<file path="src/rtl/logit_argmax_sequencer_pkg.sv">
// Shared types and constants for the logit -> argmax sequencer slice.
package logit_argmax_sequencer_pkg;

  localparam int unsigned NUM_CLASSES = 10;
  localparam int unsigned DATA_W      = 54;
  localparam int unsigned IDX_W       = 4;
  localparam int unsigned TIMEOUT     = 64;
  localparam int unsigned CNT_W       = 16;

  localparam int unsigned BEAT_W = $clog2(NUM_CLASSES + 1);
  localparam int unsigned TMR_W  = $clog2(TIMEOUT);
  localparam int unsigned ST_W   = 3;

  typedef logic signed [DATA_W-1:0] logit_t;
  typedef logit_t [NUM_CLASSES-1:0] logit_vec_t;

  typedef logic [ST_W-1:0] seq_state_t;

  localparam seq_state_t ST_COLLECT  = 3'd0;
  localparam seq_state_t ST_DRAIN    = 3'd1;
  localparam seq_state_t ST_FIRE     = 3'd2;
  localparam seq_state_t ST_WAIT     = 3'd3;
  localparam seq_state_t ST_HOLD     = 3'd4;
  localparam seq_state_t ST_ERR_HOLD = 3'd5;

  localparam logic [IDX_W-1:0] ERR_CLASS = 4'hF;

  // Result payload presented to the host.
  typedef struct packed {
    logic             error;
    logic [IDX_W-1:0] cls;
  } res_t;

  localparam res_t RES_ERR = '{error: 1'b1, cls: ERR_CLASS};

endpackage

</file>
<file path="src/rtl/logit_argmax_sequencer_if.sv">
// Logit stream, argmax handshake and host result bus of the sequencer.
interface logit_argmax_sequencer_if;
  import logit_argmax_sequencer_pkg::*;

  logic             logit_valid;
  logic             logit_ready;
  logit_t           logit_data;
  logic             logit_last;

  logic             am_valid_in;
  logit_vec_t       am_data;
  logic [IDX_W-1:0] am_max_index;
  logic             am_done;

  logic             res_valid;
  logic             res_ready;
  logic [IDX_W-1:0] res_class;
  logic             res_error;

  logic             busy;
  logic [CNT_W-1:0] image_count;

  // Environment side: drives logits, hosts the argmax unit, consumes results.
  modport master (
    output logit_valid, logit_data, logit_last, am_max_index, am_done, res_ready,
    input  logit_ready, am_valid_in, am_data, res_valid, res_class, res_error,
           busy, image_count
  );

  // Sequencer side.
  modport slave (
    input  logit_valid, logit_data, logit_last, am_max_index, am_done, res_ready,
    output logit_ready, am_valid_in, am_data, res_valid, res_class, res_error,
           busy, image_count
  );

endinterface

</file>
<file path="src/rtl/logit_argmax_sequencer_buffer.sv">
// One image's worth of logits: indexed write, parallel read, synchronous clear.
module logit_argmax_sequencer_buffer
  import logit_argmax_sequencer_pkg::*;
(
  input  logic              clk,
  input  logic              rst_n,
  input  logic              clr,
  input  logic              wr_en,
  input  logic [BEAT_W-1:0] wr_idx,
  input  logit_t            wr_data,
  output logit_vec_t        rd_data
);

  logit_vec_t mem_q;
  logit_vec_t mem_d;

  // Write wins over clear so the first beat of a frame lands in a clean buffer.
  always_comb begin
    mem_d = mem_q;
    if (clr) begin
      mem_d = '0;
    end
    if (wr_en) begin
      for (int unsigned i = 0; i < NUM_CLASSES; i++) begin
        if (wr_idx == BEAT_W'(i)) begin
          mem_d[i] = wr_data;
        end
      end
    end
  end

  always_ff @(posedge clk or negedge rst_n) begin
    if (!rst_n) begin
      mem_q <= '0;
    end else begin
      mem_q <= mem_d;
    end
  end

  assign rd_data = mem_q;

endmodule

</file>
<file path="src/rtl/logit_argmax_sequencer.sv">
// Buffers one image of class logits, fires the argmax unit, returns the winner
// (or an error result) to the host and counts accepted results.
module logit_argmax_sequencer
  import logit_argmax_sequencer_pkg::*;
(
  input  logic                     clk,
  input  logic                     rst_n,
  logit_argmax_sequencer_if.slave  bus
);

  seq_state_t        state_q, state_d;
  logic [BEAT_W-1:0] count_q, count_d;
  logic [TMR_W-1:0]  tmr_q, tmr_d;
  res_t              res_q, res_d;
  logic [CNT_W-1:0]  img_q, img_d;
  logic              logit_ready_q, logit_ready_d;
  logic              am_valid_q, am_valid_d;
  logic              res_valid_q, res_valid_d;
  logic              busy_q, busy_d;

  logic              beat_c;
  logic              buf_wr_c;
  logic              buf_clr_c;
  logit_vec_t        buf_rd;

  assign beat_c    = bus.logit_valid && logit_ready_q;
  assign buf_wr_c  = (state_q == ST_COLLECT) && beat_c;
  assign buf_clr_c = buf_wr_c && (count_q == '0);

  logit_argmax_sequencer_buffer u_buffer (
    .clk     (clk),
    .rst_n   (rst_n),
    .clr     (buf_clr_c),
    .wr_en   (buf_wr_c),
    .wr_idx  (count_q),
    .wr_data (bus.logit_data),
    .rd_data (buf_rd)
  );

  // Next state; registered outputs are decoded from the next state so they
  // line up with the state register.
  always_comb begin
    state_d = state_q;
    count_d = count_q;
    tmr_d   = tmr_q;
    res_d   = res_q;
    img_d   = img_q;

    case (state_q)
      ST_COLLECT: begin
        if (beat_c) begin
          count_d = count_q + 1'b1;
          if (count_q == BEAT_W'(NUM_CLASSES - 1)) begin
            state_d = bus.logit_last ? ST_FIRE : ST_DRAIN;
          end else if (bus.logit_last) begin
            state_d = ST_ERR_HOLD;
            res_d   = RES_ERR;
          end
        end
      end
      ST_DRAIN: begin
        if (beat_c && bus.logit_last) begin
          state_d = ST_ERR_HOLD;
          res_d   = RES_ERR;
        end
      end
      ST_FIRE: begin
        state_d = ST_WAIT;
        tmr_d   = '0;
      end
      ST_WAIT: begin
        if (bus.am_done) begin
          state_d = ST_HOLD;
          res_d   = '{error: 1'b0, cls: bus.am_max_index};
        end else if (tmr_q == TMR_W'(TIMEOUT - 1)) begin
          state_d = ST_ERR_HOLD;
          res_d   = RES_ERR;
        end else begin
          tmr_d = tmr_q + 1'b1;
        end
      end
      ST_HOLD, ST_ERR_HOLD: begin
        if (res_valid_q && bus.res_ready) begin
          state_d = ST_COLLECT;
          count_d = '0;
          img_d   = img_q + 1'b1;
        end
      end
      default: begin
        state_d = ST_COLLECT;
        count_d = '0;
      end
    endcase

    logit_ready_d = (state_d == ST_COLLECT) || (state_d == ST_DRAIN);
    am_valid_d    = (state_d == ST_FIRE);
    res_valid_d   = (state_d == ST_HOLD) || (state_d == ST_ERR_HOLD);
    busy_d        = !((state_d == ST_COLLECT) && (count_d == '0));
  end

  always_ff @(posedge clk or negedge rst_n) begin
    if (!rst_n) begin
      state_q       <= ST_COLLECT;
      count_q       <= '0;
      tmr_q         <= '0;
      res_q         <= '0;
      img_q         <= '0;
      logit_ready_q <= 1'b1;
      am_valid_q    <= 1'b0;
      res_valid_q   <= 1'b0;
      busy_q        <= 1'b0;
    end else begin
      state_q       <= state_d;
      count_q       <= count_d;
      tmr_q         <= tmr_d;
      res_q         <= res_d;
      img_q         <= img_d;
      logit_ready_q <= logit_ready_d;
      am_valid_q    <= am_valid_d;
      res_valid_q   <= res_valid_d;
      busy_q        <= busy_d;
    end
  end

  assign bus.logit_ready = logit_ready_q;
  assign bus.am_valid_in = am_valid_q;
  assign bus.am_data     = buf_rd;
  assign bus.res_valid   = res_valid_q;
  assign bus.res_class   = res_q.cls;
  assign bus.res_error   = res_q.error;
  assign bus.busy        = busy_q;
  assign bus.image_count = img_q;

endmodule

</file>
<file path="src/flat_wrapper.sv">
// flat-port wrapper written by rule: the top's interface ports become plain ports
module logit_argmax_sequencer_flat import logit_argmax_sequencer_pkg::*;
  (clk, rst_n, bus_logit_valid, bus_logit_data, bus_logit_last, bus_am_max_index, bus_am_done, bus_res_ready, bus_logit_ready, bus_am_valid_in, bus_am_data, bus_res_valid, bus_res_class, bus_res_error, bus_busy, bus_image_count);
  logit_argmax_sequencer_if bus_i ();
  input  logic clk;
  input  logic rst_n;
  input wire logic [$bits(bus_i.logit_valid)-1:0] bus_logit_valid;
  input wire logic [$bits(bus_i.logit_data)-1:0] bus_logit_data;
  input wire logic [$bits(bus_i.logit_last)-1:0] bus_logit_last;
  input wire logic [$bits(bus_i.am_max_index)-1:0] bus_am_max_index;
  input wire logic [$bits(bus_i.am_done)-1:0] bus_am_done;
  input wire logic [$bits(bus_i.res_ready)-1:0] bus_res_ready;
  output wire logic [$bits(bus_i.logit_ready)-1:0] bus_logit_ready;
  output wire logic [$bits(bus_i.am_valid_in)-1:0] bus_am_valid_in;
  output wire logic [$bits(bus_i.am_data)-1:0] bus_am_data;
  output wire logic [$bits(bus_i.res_valid)-1:0] bus_res_valid;
  output wire logic [$bits(bus_i.res_class)-1:0] bus_res_class;
  output wire logic [$bits(bus_i.res_error)-1:0] bus_res_error;
  output wire logic [$bits(bus_i.busy)-1:0] bus_busy;
  output wire logic [$bits(bus_i.image_count)-1:0] bus_image_count;
  assign bus_i.logit_valid = bus_logit_valid;
  assign bus_i.logit_data = bus_logit_data;
  assign bus_i.logit_last = bus_logit_last;
  assign bus_i.am_max_index = bus_am_max_index;
  assign bus_i.am_done = bus_am_done;
  assign bus_i.res_ready = bus_res_ready;
  assign bus_logit_ready = bus_i.logit_ready;
  assign bus_am_valid_in = bus_i.am_valid_in;
  assign bus_am_data = bus_i.am_data;
  assign bus_res_valid = bus_i.res_valid;
  assign bus_res_class = bus_i.res_class;
  assign bus_res_error = bus_i.res_error;
  assign bus_busy = bus_i.busy;
  assign bus_image_count = bus_i.image_count;
  logit_argmax_sequencer u_core (.clk(clk), .rst_n(rst_n), .bus(bus_i));
endmodule
</file>
<file path="config.mk">
export PLATFORM = sky130hd
export DESIGN_NAME = logit_argmax_sequencer_flat
export DESIGN_NICKNAME = d
export VERILOG_FILES = /design/src/rtl/logit_argmax_sequencer_pkg.sv /design/src/rtl/logit_argmax_sequencer_if.sv /design/src/rtl/logit_argmax_sequencer_buffer.sv /design/src/rtl/logit_argmax_sequencer.sv /design/src/flat_wrapper.sv
export SDC_FILE = /design/constraint.sdc
export NUM_CORES = 1
export LEC_CHECK = 0
export ABC_AREA = 1
export CORE_ASPECT_RATIO = 0.5
export CORE_MARGIN = 5
export CORE_UTILIZATION = 30
export CTS_BUF_LIST = sky130_fd_sc_hd__clkbuf_8
export DETAILED_ROUTE_END_ITERATION = 10
export GPL_TIMING_DRIVEN = 0
export PLACE_DENSITY = 0.54
export SLEW_MARGIN = 20
export SYNTH_ARGS = -nofsm -noshare
export SYNTH_HDL_FRONTEND = slang
export SYNTH_SLANG_ARGS = --single-unit
</file>
<file path="constraint.sdc">
create_clock -name clk -period 3.37 [get_ports clk]
set_clock_uncertainty 0.05 [all_clocks]
set_input_delay 0.5055 -clock clk [delete_from_list [all_inputs] [get_ports clk]]
set_output_delay 0.5055 -clock clk [all_outputs]
set_load 0.05 [all_outputs]
</file>
==> summary.md <==
| Metric | Value |
|---|---|
| Status | completed |
| Remaining DRCs | 0 |
| Yosys top cell area share | 0.658 |
| DP Area | slightly below 30,000 µm² |
| Netlist cell types | 33 |
| Crit end category | flip-flop |
| CTS H-tree lvls | 3 |
| Resize count post-CTS | 0 |
| Vias in the first global route | slightly below 20,000 |
| Worst min-delay path class | in2async |
| Post-Syn Area | around 22,000 µm² |
| Initial Utilization | 0.302 |
| Final HPWL DP | 72.3 mm |
| Max-cap viol count | 0 |
| Number of flops mapped to enable cells by yosys | 0 |
| Placer congestion estimate | between 0.8 and 0.9 |
| Headroom to the max-slew limit | 0.226 |
| Die area | about 80,000 µm² |
| Tcrit/Tclk final | 0.864 |
| Endpoints failing setup | 0 |
| Cell area after layout | 31,500 µm² |
| Crit path largest cell delay | 700 ps |
| Type of origin of the critical path | flip-flop |
| GRT Util Overall | 0.246 |
| First-pass GRT wire length | 142 mm |
| Fin nets | slightly below 3,000 |
| CP cell instances | inv_2 > nand3_4 > nor2_8 > nand2_2 > inv_2 > nand2_1 > clkbuf_2 > o21ai_0 |
| Seq cells post-synth | slightly below 600 |
| Crit-path most repeated cell | inv_2 |
| Leak pwr | 13.9 nW |
| Vertical die dimension | between 200 and 250 µm |
| Largest net degree at the start of global routing | 90 |
| Layout cell share with drive strength beyond 1 | 0.0798 |
| Reg clk slew, reported paths | 70 ps |
| # clock sinks | slightly below 600 |
| Routed vias | approximately 20,000 |
| Port Buffer Count | between 600 and 700 |
| Avg Synthesized Cell Area | around 10 µm² |
| Worst skew pair latency | 700 ps |
| Total congestion overflow | 0 |
| CTS max path bufs | 3 |
| Core area | approximately 73,000 µm² |
| Largest area contributor in the netlist | dfrtp_1 |
| Top-count cell post-synth | o21ai_0 |
| Num CTS Buffers | 91 |
| CTS tree | built |
| Total routed wirelength | approximately 100 mm |
| Max-slew violation count | 0 |
| Placement Setup Slack | ~180 ps |
| Site Rows | 70 |
| Post-synth ARST share | 1.00 |
| Vias/cell | roughly 5.2 |
| Sequential-to-total area share from yosys stat | 0.659 |
| Number of DRC markers in iteration 0 | 2,029 |
| Area Overhead vs Synth | 43.3% |
| Pwr Density | 724 nW/µm² |
| Synth Flop Type | dfrtp_1 |
| Mapped Nets | 2,185 |
| Setup Buffers After CTS | 0 |
| Cells after Synth | approximately 2,100 |
| I/O pins | 629 |
| Crit path time final | a little under 3000 ps |
| Worst path slowest cell | nand2_1 |
| Die width | 393 µm |
| Final cell count without fillers | between 3,000 and 4,000 |
| Placed cell count | between 3,000 and 4,000 |
| Detailed Routing Iterations Pass 1 | 5 |
| Fin. Hold Viols | 0 |
| Post-route ant nets | 0 |
| Crit path max fanout | 10 |
| Area contributors post-synth | dfrtp_1, o21ai_0, nand3_1, nand2_1, inv_1 |
| Yosys warning count | 0 |
| Critical path class | reg2reg |
| Final worst setup slack | around 460 ps |
| Post-synth top cells | o21ai_0, dfrtp_1, nand3_1, nand2_1, inv_1 |
| RSZ-0062 raised after global routing | no |
| Critical Path RT | approximately 3900 ps |
| Critical path arrival | ~3500 ps |
| Maximum VDD drop | between 0.3 and 0.4 mV |
| Number of buffers added to fix hold violations after cts | 1 |
| Setup_tns | 0 ps |
| Fmax | approximately 0.34 GHz |
| Worst-Margin Slew | 1160 ps |
| Wire per inst | 25.8 µm |
| Critical path buffer and inverter count | 3 |
| Initial antenna violation count | 8 |
| Crit path max-delay family | simple AND/OR/NAND/NOR gates |
| Root buffer cell | clkbuf_8 |
placed cells by master (no fill, tap or decap), drive strengths merged, types with 2 or more instances in the layout:
cell type / n
nand4: 9
clkbuf: 204
nand2: 131
a21oi: 6
or2: 4
dfrtp: 577
clkdlybuf4s50: 627
xor2: 11
ha: 6
nand3: 407
inv: 122
o21ai: 660
clkinv: 2
buf: 87
diode: 2
xnor2: 4
nor3: 5
nor2: 35
sequential cells by signal, indices dropped and copies added, names as in the netlist:
name                     cells
u_core.bus.res_valid         1
u_core.bus.busy              1
u_core.bus.image_count      16
u_core.tmr_q                 6
u_core.state_q               3
u_core.bus.res_class         4
u_core.bus.res_error         1
u_core.count_q               4
u_core.bus.am_valid_in       1
u_core.bus.logit_ready       1
u_core.u_buffer.rd_data    540
path summary, 6_finish.rpt:
kind	startpoint	end	slack, ps	cells past startpoint
max	u_core.state_q[1]$_DFF_PN0_	u_core.u_buffer.rd_data[30]$_DFF_PN0_	460	8
min	rst_n	u_core.u_buffer.rd_data[49]$_DFF_PN0_	330	2
max reg2reg	u_core.state_q[1]$_DFF_PN0_	u_core.u_buffer.rd_data[30]$_DFF_PN0_	460	8
min reg2reg	u_core.bus.res_class[3]$_DFFE_PN0P_	u_core.bus.res_class[3]$_DFFE_PN0P_	430	2
max in group asynchronous	rst_n	u_core.u_buffer.rd_data[358]$_DFF_PN0_	1590	4
min in group clk	u_core.bus.res_class[3]$_DFFE_PN0P_	u_core.bus.res_class[3]$_DFFE_PN0P_	430	2
per-stage QoR:
step                      hold WS [ps]  power [mW]   util
after global routing               386        23.6  0.432
after CTS                          323        22.8  0.432
after global placement             414        16.7  0.405
after detailed placement           412        16.8  0.407
final                              335        22.8  0.432
after floorplan                    160        13.5      -
logic make-up (layout without fill, tap and decap cells):
kind of cell,Yosys count,in the layout,synth area share
AOI/OAI and AO/OA,669,669,0.153
xor gates and xnor gates,15,15,0.00599
adders and majority gates,6,6,0.00342
buffers and inverters,254,1045,0.0481
DFF,578,578,0.659
other,0,2,0
and+or+nand+nor,593,593,0.130
per-layer routing:
| layer | wire [µm] | vias to the layer above | global-route usage | part of all wire |
|---|---|---|---|---|
| li1 | - | 8789 | - | - |
| met1 | 39400 | 10300 | 0.303 | 0.39 |
| met2 | 49100 | 699 | 0.408 | 0.49 |
| met3 | 5160 | 248 | 0.0461 | 0.052 |
| met4 | 6390 | 6 | 0.135 | 0.064 |
| met5 | 45 | - | 0 | 0.00045 |
power breakdown:
part	switching, mW	total, mW	internal (mW)	leakage, nW
Clock	2.91	6.08	3.18	1.05
Sequential	0.651	8.59	7.94	7.93
Combinational	5.75	8.09	2.34	4.92
final cells by class:
class,count,area [µm²]
Antenna cell,2,5.00
Buffer,165,719
Clock buffer,118,1620
Clock inverter,37,171
Fill cell,7071,41300
Inverter,89,337
Multi-Input combinational cell,1283,6420
Sequential cell,578,14500
Tap cell,972,1220
Timing Repair Buffer,636,6490
Power figures use the tool's default switching activity.
